<file path="src/rtl/fpu_rr_arbiter_if.sv">
// fpu_rr_arbiter_if: requester, response and fpu-side signals of the shared-fpu arbiter
interface fpu_rr_arbiter_if #(
    parameter int N_REQ = 4,
    parameter int IDW   = (N_REQ > 1) ? $clog2(N_REQ) : 1
);
    logic [N_REQ-1:0]    req_valid;
    logic [N_REQ-1:0]    req_ready;
    logic [N_REQ-1:0]    req_op;
    logic [32*N_REQ-1:0] req_a;
    logic [32*N_REQ-1:0] req_b;
    logic [N_REQ-1:0]    rsp_valid;
    logic [N_REQ-1:0]    rsp_ready;
    logic [31:0]         rsp_data;
    logic [31:0]         fpu_data_1;
    logic [31:0]         fpu_data_2;
    logic                fpu_op;
    logic                fpu_valid;
    logic [31:0]         fpu_result;
    logic                busy;
    logic [IDW-1:0]      grant_id;

    modport slave (
        input  req_valid, req_op, req_a, req_b, rsp_ready, fpu_result,
        output req_ready, rsp_valid, rsp_data, fpu_data_1, fpu_data_2, fpu_op, fpu_valid, busy, grant_id
    );

    modport master (
        output req_valid, req_op, req_a, req_b, rsp_ready, fpu_result,
        input  req_ready, rsp_valid, rsp_data, fpu_data_1, fpu_data_2, fpu_op, fpu_valid, busy, grant_id
    );
endinterface

</file>
<file path="src/rtl/fpu_rr_arbiter.sv">
// fpu_rr_arbiter: round-robin sharing of one fixed-latency fpu among N_REQ requesters
module fpu_rr_arbiter #(
    parameter int N_REQ = 4,
    parameter int LAT   = 2,
    parameter int IDW   = (N_REQ > 1) ? $clog2(N_REQ) : 1
) (
    input logic          i_clk,
    input logic          i_rst_n,
    fpu_rr_arbiter_if.slave bus
);
    localparam int CW = (LAT > 1) ? $clog2(LAT) : 1;
    localparam logic [N_REQ-1:0] ONE = 1;

    typedef enum logic [1:0] {IDLE, ISSUE, WAIT, RESP} state_t;

    state_t           state_q;
    logic [IDW-1:0]   rr_q;
    logic [IDW-1:0]   grant_q;
    logic [IDW-1:0]   grant_d;
    logic             found_d;
    int               idx;
    logic [CW-1:0]    cnt_q;
    logic [N_REQ-1:0] rsp_valid_q;
    logic [31:0]      rsp_data_q;
    logic [31:0]      data_1_q;
    logic [31:0]      data_2_q;
    logic             op_q;

    // first valid requester starting at rr_q, wrapping past N_REQ-1
    always_comb begin
        found_d = 1'b0;
        grant_d = '0;
        idx     = 0;
        for (int k = 0; k < N_REQ; k++) begin
            idx = int'(rr_q) + k;
            idx = (idx >= N_REQ) ? idx - N_REQ : idx;
            if (!found_d && bus.req_valid[idx]) begin
                found_d = 1'b1;
                grant_d = IDW'(idx);
            end
        end
    end

    assign bus.req_ready  = (state_q == IDLE && found_d) ? (ONE << grant_d) : '0;
    assign bus.fpu_valid  = (state_q == ISSUE);
    assign bus.busy       = (state_q != IDLE);
    assign bus.grant_id   = grant_q;
    assign bus.rsp_valid  = rsp_valid_q;
    assign bus.rsp_data   = rsp_data_q;
    assign bus.fpu_data_1 = data_1_q;
    assign bus.fpu_data_2 = data_2_q;
    assign bus.fpu_op     = op_q;

    // grant, issue, count down the fpu latency, then hold the result until its owner takes it
    always_ff @(posedge i_clk or negedge i_rst_n) begin
        if (!i_rst_n) begin
            state_q     <= IDLE;
            rr_q        <= '0;
            grant_q     <= '0;
            cnt_q       <= '0;
            rsp_valid_q <= '0;
            rsp_data_q  <= '0;
            data_1_q    <= '0;
            data_2_q    <= '0;
            op_q        <= 1'b0;
        end else begin
            case (state_q)
                IDLE: if (found_d) begin
                    data_1_q <= bus.req_a[32*grant_d +: 32];
                    data_2_q <= bus.req_b[32*grant_d +: 32];
                    op_q     <= bus.req_op[grant_d];
                    grant_q  <= grant_d;
                    state_q  <= ISSUE;
                end
                ISSUE: begin
                    cnt_q   <= CW'(LAT - 1);
                    state_q <= WAIT;
                end
                WAIT: if (cnt_q == '0) begin
                    rsp_data_q  <= bus.fpu_result;
                    rsp_valid_q <= ONE << grant_q;
                    state_q     <= RESP;
                end else begin
                    cnt_q <= cnt_q - 1'b1;
                end
                RESP: if (bus.rsp_ready[grant_q]) begin
                    rsp_valid_q <= '0;
                    rr_q        <= (int'(grant_q) == N_REQ - 1) ? '0 : grant_q + 1'b1;
                    state_q     <= IDLE;
                end
                default: state_q <= IDLE;
            endcase
        end
    end
endmodule
</file>
<file path="src/flat_wrapper.sv">
// flat-port wrapper written by rule: the top's interface ports become plain ports
module fpu_rr_arbiter_flat 
#(
    parameter int N_REQ = 4,
    parameter int LAT   = 2,
    parameter int IDW   = (N_REQ > 1) ? $clog2(N_REQ) : 1
)
  (i_clk, i_rst_n, bus_req_valid, bus_req_op, bus_req_a, bus_req_b, bus_rsp_ready, bus_fpu_result, bus_req_ready, bus_rsp_valid, bus_rsp_data, bus_fpu_data_1, bus_fpu_data_2, bus_fpu_op, bus_fpu_valid, bus_busy, bus_grant_id);
  fpu_rr_arbiter_if #(.N_REQ(N_REQ), .IDW(IDW)) bus_i ();
  input logic i_clk;
  input logic i_rst_n;
  input wire logic [$bits(bus_i.req_valid)-1:0] bus_req_valid;
  input wire logic [$bits(bus_i.req_op)-1:0] bus_req_op;
  input wire logic [$bits(bus_i.req_a)-1:0] bus_req_a;
  input wire logic [$bits(bus_i.req_b)-1:0] bus_req_b;
  input wire logic [$bits(bus_i.rsp_ready)-1:0] bus_rsp_ready;
  input wire logic [$bits(bus_i.fpu_result)-1:0] bus_fpu_result;
  output wire logic [$bits(bus_i.req_ready)-1:0] bus_req_ready;
  output wire logic [$bits(bus_i.rsp_valid)-1:0] bus_rsp_valid;
  output wire logic [$bits(bus_i.rsp_data)-1:0] bus_rsp_data;
  output wire logic [$bits(bus_i.fpu_data_1)-1:0] bus_fpu_data_1;
  output wire logic [$bits(bus_i.fpu_data_2)-1:0] bus_fpu_data_2;
  output wire logic [$bits(bus_i.fpu_op)-1:0] bus_fpu_op;
  output wire logic [$bits(bus_i.fpu_valid)-1:0] bus_fpu_valid;
  output wire logic [$bits(bus_i.busy)-1:0] bus_busy;
  output wire logic [$bits(bus_i.grant_id)-1:0] bus_grant_id;
  assign bus_i.req_valid = bus_req_valid;
  assign bus_i.req_op = bus_req_op;
  assign bus_i.req_a = bus_req_a;
  assign bus_i.req_b = bus_req_b;
  assign bus_i.rsp_ready = bus_rsp_ready;
  assign bus_i.fpu_result = bus_fpu_result;
  assign bus_req_ready = bus_i.req_ready;
  assign bus_rsp_valid = bus_i.rsp_valid;
  assign bus_rsp_data = bus_i.rsp_data;
  assign bus_fpu_data_1 = bus_i.fpu_data_1;
  assign bus_fpu_data_2 = bus_i.fpu_data_2;
  assign bus_fpu_op = bus_i.fpu_op;
  assign bus_fpu_valid = bus_i.fpu_valid;
  assign bus_busy = bus_i.busy;
  assign bus_grant_id = bus_i.grant_id;
  fpu_rr_arbiter #(.N_REQ(N_REQ), .LAT(LAT), .IDW(IDW)) u_core (.i_clk(i_clk), .i_rst_n(i_rst_n), .bus(bus_i));
endmodule
</file>
<file path="config.mk">
export PLATFORM = sky130hd
export DESIGN_NAME = fpu_rr_arbiter_flat
export DESIGN_NICKNAME = d
export VERILOG_FILES = /design/src/rtl/fpu_rr_arbiter_if.sv /design/src/rtl/fpu_rr_arbiter.sv /design/src/flat_wrapper.sv
export SDC_FILE = /design/constraint.sdc
export NUM_CORES = 1
export LEC_CHECK = 0
export BUFFER_PORTS_ARGS = -buffer_cell sky130_fd_sc_hd__buf_2
export CORE_AREA = 4 4 158 160
export DETAILED_ROUTE_END_ITERATION = 10
export DIE_AREA = 0 0 162 164
export PLACE_DENSITY = 0.52
export SYNTH_ARGS = -nofsm -noshare
export SYNTH_HDL_FRONTEND = slang
export SYNTH_SLANG_ARGS = --single-unit
</file>
<file path="constraint.sdc">
create_clock -name i_clk -period 2.27 [get_ports i_clk]
set_input_delay 0.454 -clock i_clk [delete_from_list [all_inputs] [get_ports i_clk]]
set_output_delay 0.454 -clock i_clk [all_outputs]
set_load 0.1 [all_outputs]
</file>
; ---- After elaboration in Yosys (flattened, before gate mapping)
; Cells that the tools add are included.
[totals]
ff_bits = 108
input_bits = 302
output_inout_bits = 109
word_cells = 95
[op_classes]
addsub = 9
n_lt_le_gt_ge = 10
eq_ne = 7
shift = 4
n_mux = 39
bitwise = 1
reduce_logical = 16
[op_table]
columns = operator, n
row1 = $shiftx 128x8->32, 2
row2 = $lt 32x4->1 const B, 4
row3 = $mux 32, 4
row4 = $ge 32x4->1 const B, 3
row5 = $sub 32x4->32 const B, 3
row6 = $mux 2, 8
row7 = $mux 1, 15
row8 = $bmux 1 s2, 6
row9 = $mux 4, 3
row10 = $pmux 2 s4, 1
row11 = $pmux 4 s2, 1
row12 = $shl 1x2->4 const A, 2
row13 = $add 2x2->3 const B, 2
row14 = $lt 2x3->1 const B, 2
row15 = $reduce_and 2->1, 3
row16 = $reduce_and 3->1, 2
row17 = $reduce_bool 2->1, 3
row18 = $eq 2x1->1 const B, 2
row19 = $eq 2x2->1 const B, 2
row20 = $logic_and 1x1->1, 4
row21 = $ne 2x1->1 const B, 2
row22 = $sub 2x3->4 const B, 1
row23 = $add 2x1->3 const B, 1
row24 = $ge 2x3->1 const B, 1
row25 = 7 further kinds, 9

; ---- Logic depth before layout (Yosys ltp)
; Gate-level depths: netlist of run 1.
[depth]
ltp_word = 17
ltp_mapped = 9
ltp_nobuf = 7

; ---- Least setup slack after synthesis of run 1
; OpenSTA, ideal clock, no wires.
[synth_timing]
path_kind = reg-to-output
start = register u_core.state_q[0]
end = output bus_req_ready[3]
arrival_time_ns = 4.008
path_slack_ns = -2.192
path_stages_with_launch = 9
path_buffers = 2
path_cell_list = dfrtp_1 > inv_1 > ha_1 > inv_1 > nor2_1 > buf_2 > buf_2 > nand2_1 > nor3_1
[synth_between]
elab_chain_cells = 3
[synth_rtl]
columns = item, line
row1 = from (decl), fpu_rr_arbiter.sv:16  ; state_t state_q;
row2 = from (signal assigned), fpu_rr_arbiter.sv:57  ; state_q <= IDLE;
row3 = from (signal assigned), fpu_rr_arbiter.sv:73  ; state_q <= ISSUE;
row4 = from (signal assigned), fpu_rr_arbiter.sv:77  ; state_q <= WAIT;
row5 = $logic_not 2->1, fpu_rr_arbiter.sv:44  ; assign bus.req_ready = (state_q == IDLE && found_d) ? (ONE << grant_d) : '0;
row6 = $logic_and 1x1->1, fpu_rr_arbiter.sv:44
row7 = $mux 4, fpu_rr_arbiter.sv:44
row8 = to (decl), flat_wrapper.sv:18  ; output wire logic [$bits(bus_i.req_ready)-1:0] bus_req_ready;
; No other way between the ends.

; ---- Final worst setup path of run 1
[layout_timing]
start = register u_core.rr_q[1]
end = output bus_req_ready[2]
[layout_between]
elab_chain_cells = 17
word_cells_on_any_way = 44
cone_classes = add/sub: 7 / order compare: 4 / shift: 1 / mux: 25 / reduce/logical: 7
[layout_rtl]
columns = item, line
row1 = from (decl), fpu_rr_arbiter.sv:17  ; logic [IDW-1:0] rr_q;
row2 = from (signal assigned), fpu_rr_arbiter.sv:88  ; rr_q <= (int'(grant_q) == N_REQ - 1) ? '0 : grant_q + 1'b1;
row3 = branches (longest 16 deep; another with $sub 32x4->32), n/a
row4 = $mux 4 *, fpu_rr_arbiter.sv:44
; Mark *: on every way between the ends. The select of a mux whose other input is x is not followed.

==> results.toml, run 1 <==
[detailed_routing]
wl_per_cell_um = 18.4
firstDrtPassIters = 6
final_antenna_net_count = 0
wl_um = 25300
vias = 6619
drcViolationCount = 0
drt_iter0_markers = 263
via_per_inst = 4.82

[logic_synthesis]
synth_nets = 975
synth_top_family_by_area = "simple AND/OR/NAND/NOR gates"
synth_xor_area_frac = 0
yosys_warnings = 0
synth_seq_cells = 108
syn_area_per_cell_sq_um = 9.39
ys_types = 33
yosysSeqAreaShare = 0.433
syn_area_sq_um = 6240
muxShareOfSynthArea = 0.0770
synth-adder-area-share = 0.0181
yosys.area_share.simple = 0.252
synth-compound-area-share = 0.167
syn_inst = 664

[sta]
skew_ps = 11.7
finalWorstSetupSlack_ps = -12.4
slew_viol_final = 0
fmax_mhz = 438
hold_viol_final = 0
tns_ps = -12.4
finalCriticalPeriod_ps = 2280
setup_viol = 1
rsz0062_at_grt = "true"
max_slew_margin = 0.588
tightest_slew_ps = 618
holdWs_ps = 157
finalCritPeriodShare = 1.01

[grt]
overflow = 0
first_global_vias = 6723
grt_antenna_before_repair = 4
grt_pass1_wl_um = 37900
grt.total_usage = 0.181
grt_max_degree = 109

[flow_run]
drv_cap = 0

[clocking]
cts_buffers = 9
cts_tree = "yes"
clk_path_buf_depth = 2
path_clk_slew_ps = 90
ctsHtreeMaxLevel = 3
clock_sinks = 108
clk_latency_ps = 360
cts-root-buf = "clkbuf_16"

[floorplan]
initial_core_util = 0.267
dieHeight_um = 164
die_w_um = 162
core_area_sq_um = 23400
ios = 411
rows = 56
die_area_sq_um = 26600

[critical_path]
cp.required_ps = 1820
start_kind = "flop"
reg2reg_from = "u_core.rr_q[1]"
rr_worst_depth = 8
cp_data_arrival_time_ps = 1830
r2r_slack_ps = 210
cp_max_fo = 7
timing.setup.critical_path_class = "reg -> out"
worst_setup_path_end_kind = "primary output"
r2r-end = "u_core.bus.fpu_data_1[26]"

[min_path]
min_path_type = "in -> async"

[cells_and_area]
nets = 1359
area_growth_pct = 48.3
final_area_sq_um = 9250
drive_gt1_frac = 0.479

[status]
status = "finished, violations left"
violations = "setup timing"

[placement]
place_area_sq_um = 8840
pre_cts_ws_ps = 24.1
port_buffers = 410
hpwl_um = 18800
gp_congestion = 0.847
==> timing repair <==
| item | CTS | global route |
|---|---|---|
| setup buffers | 8 | 1 |
| setup endpoints to repair | 4 | 38 |
| resized for setup | 10 | 1 |
| hold buffers | 0 | 0 |
| pin swaps | 8 | 0 |
==> how the worst max path moves through the flow <==
stage | start | endpoint | slack, ps | cells after the start
4_1_cts | u_core.state_q[1] | bus_req_ready[3] | -30 | 7
3_5_place_dp | bus_req_valid[3] | u_core.bus.fpu_data_1[26] | 20 | 8
5_1_grt | u_core.rr_q[1] | bus_req_ready[2] | -100 | 6
3_3_place_gp | bus_req_valid[0] | u_core.bus.fpu_data_1[2] | 100 | 7
6_report | u_core.rr_q[1] | bus_req_ready[2] | -10 | 6
2_1_floorplan | u_core.state_q[1] | bus_req_ready[3] | -730 | 8
==> stage by stage <==
stage          utilization  std cells
2_1_floorplan            -        664
3_3_place_gp         0.378       1347
3_5_place_dp         0.378       1347
4_1_cts              0.395       1371
5_1_grt              0.395       1374
6_report             0.395       1374
==> registers in the layout, summed over array words and instances, names as in the netlist <==
signal and cells:
u_core.bus.rsp_valid 4, u_core.bus.fpu_data_1 32, u_core.cnt_q 1, u_core.state_q 2, u_core.bus.grant_id 2, u_core.bus.rsp_data 32
u_core.rr_q 2, u_core.bus.fpu_op 1, u_core.bus.fpu_data_2 32
==> critical path, cell delays in order (launching register included) <==
cell and delay [ps]:
dfrtp_2 460, nand2b_4 160, a21oi_1 140, and2b_2 270
buf_6 130, nor2_4 130, buf_12 180
==> per-layer routing <==
metal	GRT usage	routed length, um
met5	0	15
met4	0.0581	474
met3	0.0489	2020
met2	0.309	12300
met1	0.224	10400
==> layout by cell type, fill, tap and decap left out, types with 5 or more instances in the layout <==
master,synthesis,routed
buf_2,33,405
and3_1,131,131
a211oi_1,130,130
dfrtp_1,108,105
nor2_1,69,66
nor3_1,66,65
mux2_2,21,21
buf_4,4,18
mux2_1,17,17
buf_12,0,14
clkbuf_16,0,9
ha_1,9,8
nand2_1,7,5
nor2b_1,6,5
==> Yosys cell counts (all sizes together) <==
| cell | number | area share |
|---|---|---|
| a211oi | 130 | 0.16 |
| a21o | 1 | 0.0012 |
| a21oi | 3 | 0.0024 |
| a2bb2oi | 1 | 0.0024 |
| and2 | 1 | 0.0010 |
| and2b | 1 | 0.0012 |
| and3 | 131 | 0.13 |
| buf | 37 | 0.031 |
| clkbuf | 30 | 0.018 |
| dfrtp | 108 | 0.43 |
| ha | 9 | 0.018 |
| inv | 6 | 0.0036 |
| mux2 | 38 | 0.069 |
| mux2i | 3 | 0.0048 |
| mux4 | 1 | 0.0036 |
| nand2 | 8 | 0.0052 |
| nand2b | 3 | 0.0030 |
| nand3 | 2 | 0.0024 |
| nand3b | 1 | 0.0012 |
| nand4b | 1 | 0.0014 |
| nor2 | 69 | 0.042 |
| nor2b | 6 | 0.0060 |
| nor3 | 66 | 0.053 |
| nor4 | 1 | 0.0020 |
| o21ai | 4 | 0.0032 |
| o31ai | 1 | 0.0012 |
| or2 | 1 | 0.0010 |
| or3b | 1 | 0.0014 |
==> cell families (layout without fill, tap and decap cells) <==
logic type      after synthesis  count (layout)
simple gates                292             292
compound gates              140             140
flops                       108             108
buf+inv                      73             462
mux                          42              42
fa+ha+maj                     9               9
other cells                   0               2
==> area by class of cell <==
| class | instances | area, sq um |
|---|---|---|
| Tap cell | 319 | 399 |
| Fill cell | 2440 | 14200 |
| Clock buffer | 10 | 239 |
| Inverter | 6 | 26.3 |
| Timing Repair Buffer | 440 | 2480 |
| Clock inverter | 6 | 67.6 |
| Multi-Input combinational cell | 483 | 3330 |
| Sequential cell | 108 | 2710 |
| Antenna cell | 2 | 5.00 |
Power of run 1 is left out: the tool's default activity adds up to more than one toggle a clock period on the data nets, which glitch-free logic cannot reach.
==> run 2: changes to the inputs <==
Settings changed: CELL_PAD_IN_SITES_DETAIL_PLACEMENT from default to 0, CELL_PAD_IN_SITES_GLOBAL_PLACEMENT from default to 1, PLACE_DENSITY 0.52 to 0.7.
==> results.toml, run 2 (synthesized netlist as in run 1, its figures left out) <==
[clocking]
cts-root-buf = "clkbuf_16"
ctsHtreeMaxLevel = 3
cts_buffers = 9
path_clk_slew_ps = 80
clk_latency_ps = 350
clock_sinks = 108
ctsHoldBuffers = 0
clk_path_buf_depth = 2
cts_tree = "yes"

[sta]
skew_ps = 9.52
setup_viol = 1
max_slew_margin = 0.633
rsz0062_at_grt = "true"
fmax_mhz = 437
finalCritPeriodShare = 1.01
hold_viol_final = 0
finalCriticalPeriod_ps = 2290
finalWorstSetupSlack_ps = -16.8
tightest_slew_ps = 555
slew_viol_final = 0

[status]
status = "finished, violations left"
violations = "setup timing"

[floorplan]
die_area_sq_um = 26600
rows = 56
ios = 411
dieHeight_um = 164
initial_core_util = 0.267
die_w_um = 162
core_area_sq_um = 23400

[placement]
gp_congestion = 0.874
port_buffers = 410
place_area_sq_um = 8890
pre_cts_ws_ps = -169
hpwl_um = 20000
dp_cells = 1353

[grt]
first_global_vias = 6773
grt.total_usage = 0.184
grt_antenna_before_repair = 3
grt_max_degree = 62
grt_pass1_wl_um = 38300
overflow = 0

[critical_path]
start_kind = "flop"
cp.required_ps = 1820
worst_setup_path_end_kind = "primary output"
r2r_slack_ps = 140
cp_max_fo = 6
reg2reg_from = "u_core.rr_q[1]"
rr_worst_depth = 8
cp_data_arrival_time_ps = 1830
r2r-end = "u_core.bus.fpu_op"
timing.setup.critical_path_class = "reg -> out"

[cells_and_area]
area_growth_pct = 51.8
layoutNonFillerInstCount = 1392
final_common_cell = "buf_2"
final_area_sq_um = 9470
fin_util = 0.405
nets = 1377
final_cell_mix = "buf_2 (405), and3_1 (130), a211oi_1 (129), dfrtp_1 (105), nor2_1 (66)"
drive_gt1_frac = 0.491

[min_path]
min_path_type = "in -> async"

[detailed_routing]
wl_per_cell_um = 19.0
final_antenna_net_count = 0
drcViolationCount = 0
via_per_inst = 4.85
vias = 6757
drt_iter0_markers = 360
wl_um = 26500
firstDrtPassIters = 4

[flow_run]
drv_cap = 0
-- run 2: metal layers --
metal / vias to the layer above / track usage / routed length, um
li1: 3277 / - / -
met1: 3159 / 0.215 / 10700
met2: 284 / 0.337 / 13300
met3: 33 / 0.0437 / 1910
met4: 4 / 0.0550 / 529
met5: - / 0 / 27
-- run 2: worst max path at each step --
stage	startpoint	slack, ps	end	cells after the start
6_report	u_core.rr_q[1]	-20	bus_req_ready[3]	6
5_1_grt	u_core.rr_q[1]	-110	bus_req_ready[3]	6
4_1_cts	u_core.rr_q[1]	-20	bus_req_ready[2]	6
3_5_place_dp	bus_req_valid[3]	-170	u_core.bus.fpu_data_1[3]	8
3_3_place_gp	bus_req_valid[3]	-120	u_core.bus.fpu_data_1[3]	8
2_1_floorplan	u_core.state_q[1]	-730	bus_req_ready[3]	8
-- run 2: layout make-up --
class	count	area (sq um)
Antenna cell	2	5.00
Clock buffer	10	239
Clock inverter	6	62.6
Fill cell	2401	13900
Inverter	6	26.3
Multi-Input combinational cell	483	3360
Sequential cell	108	2710
Tap cell	319	399
Timing Repair Buffer	458	2670
-- run 2: what timing repair did --
| action | CTS | global route |
|---|---|---|
| pin swaps | 6 | 3 |
| resized for setup | 10 | 12 |
| cloned | 0 | 2 |
| setup buffers | 17 | 3 |
| setup endpoints to repair | 5 | 71 |
-- run 2: critical path: stages (launching register included) --
cell and delay [ps]:
dfrtp_2 470, mux2i_4 210, a2bb2oi_4 150, and2b_2 200
nand2_4 70, nor3_4 170, buf_12 200
-- run 2: per-stage QoR --
stage | TNS, ps | hold slack (ps)
after floorplan | -2130 | 158
after global placement | -116 | 446
after detailed placement | -169 | 443
after CTS | -26.0 | 41.9
after global routing | -338 | 62.1
final | -16.8 | 41.5
Power of run 2 is left out for the same reason.
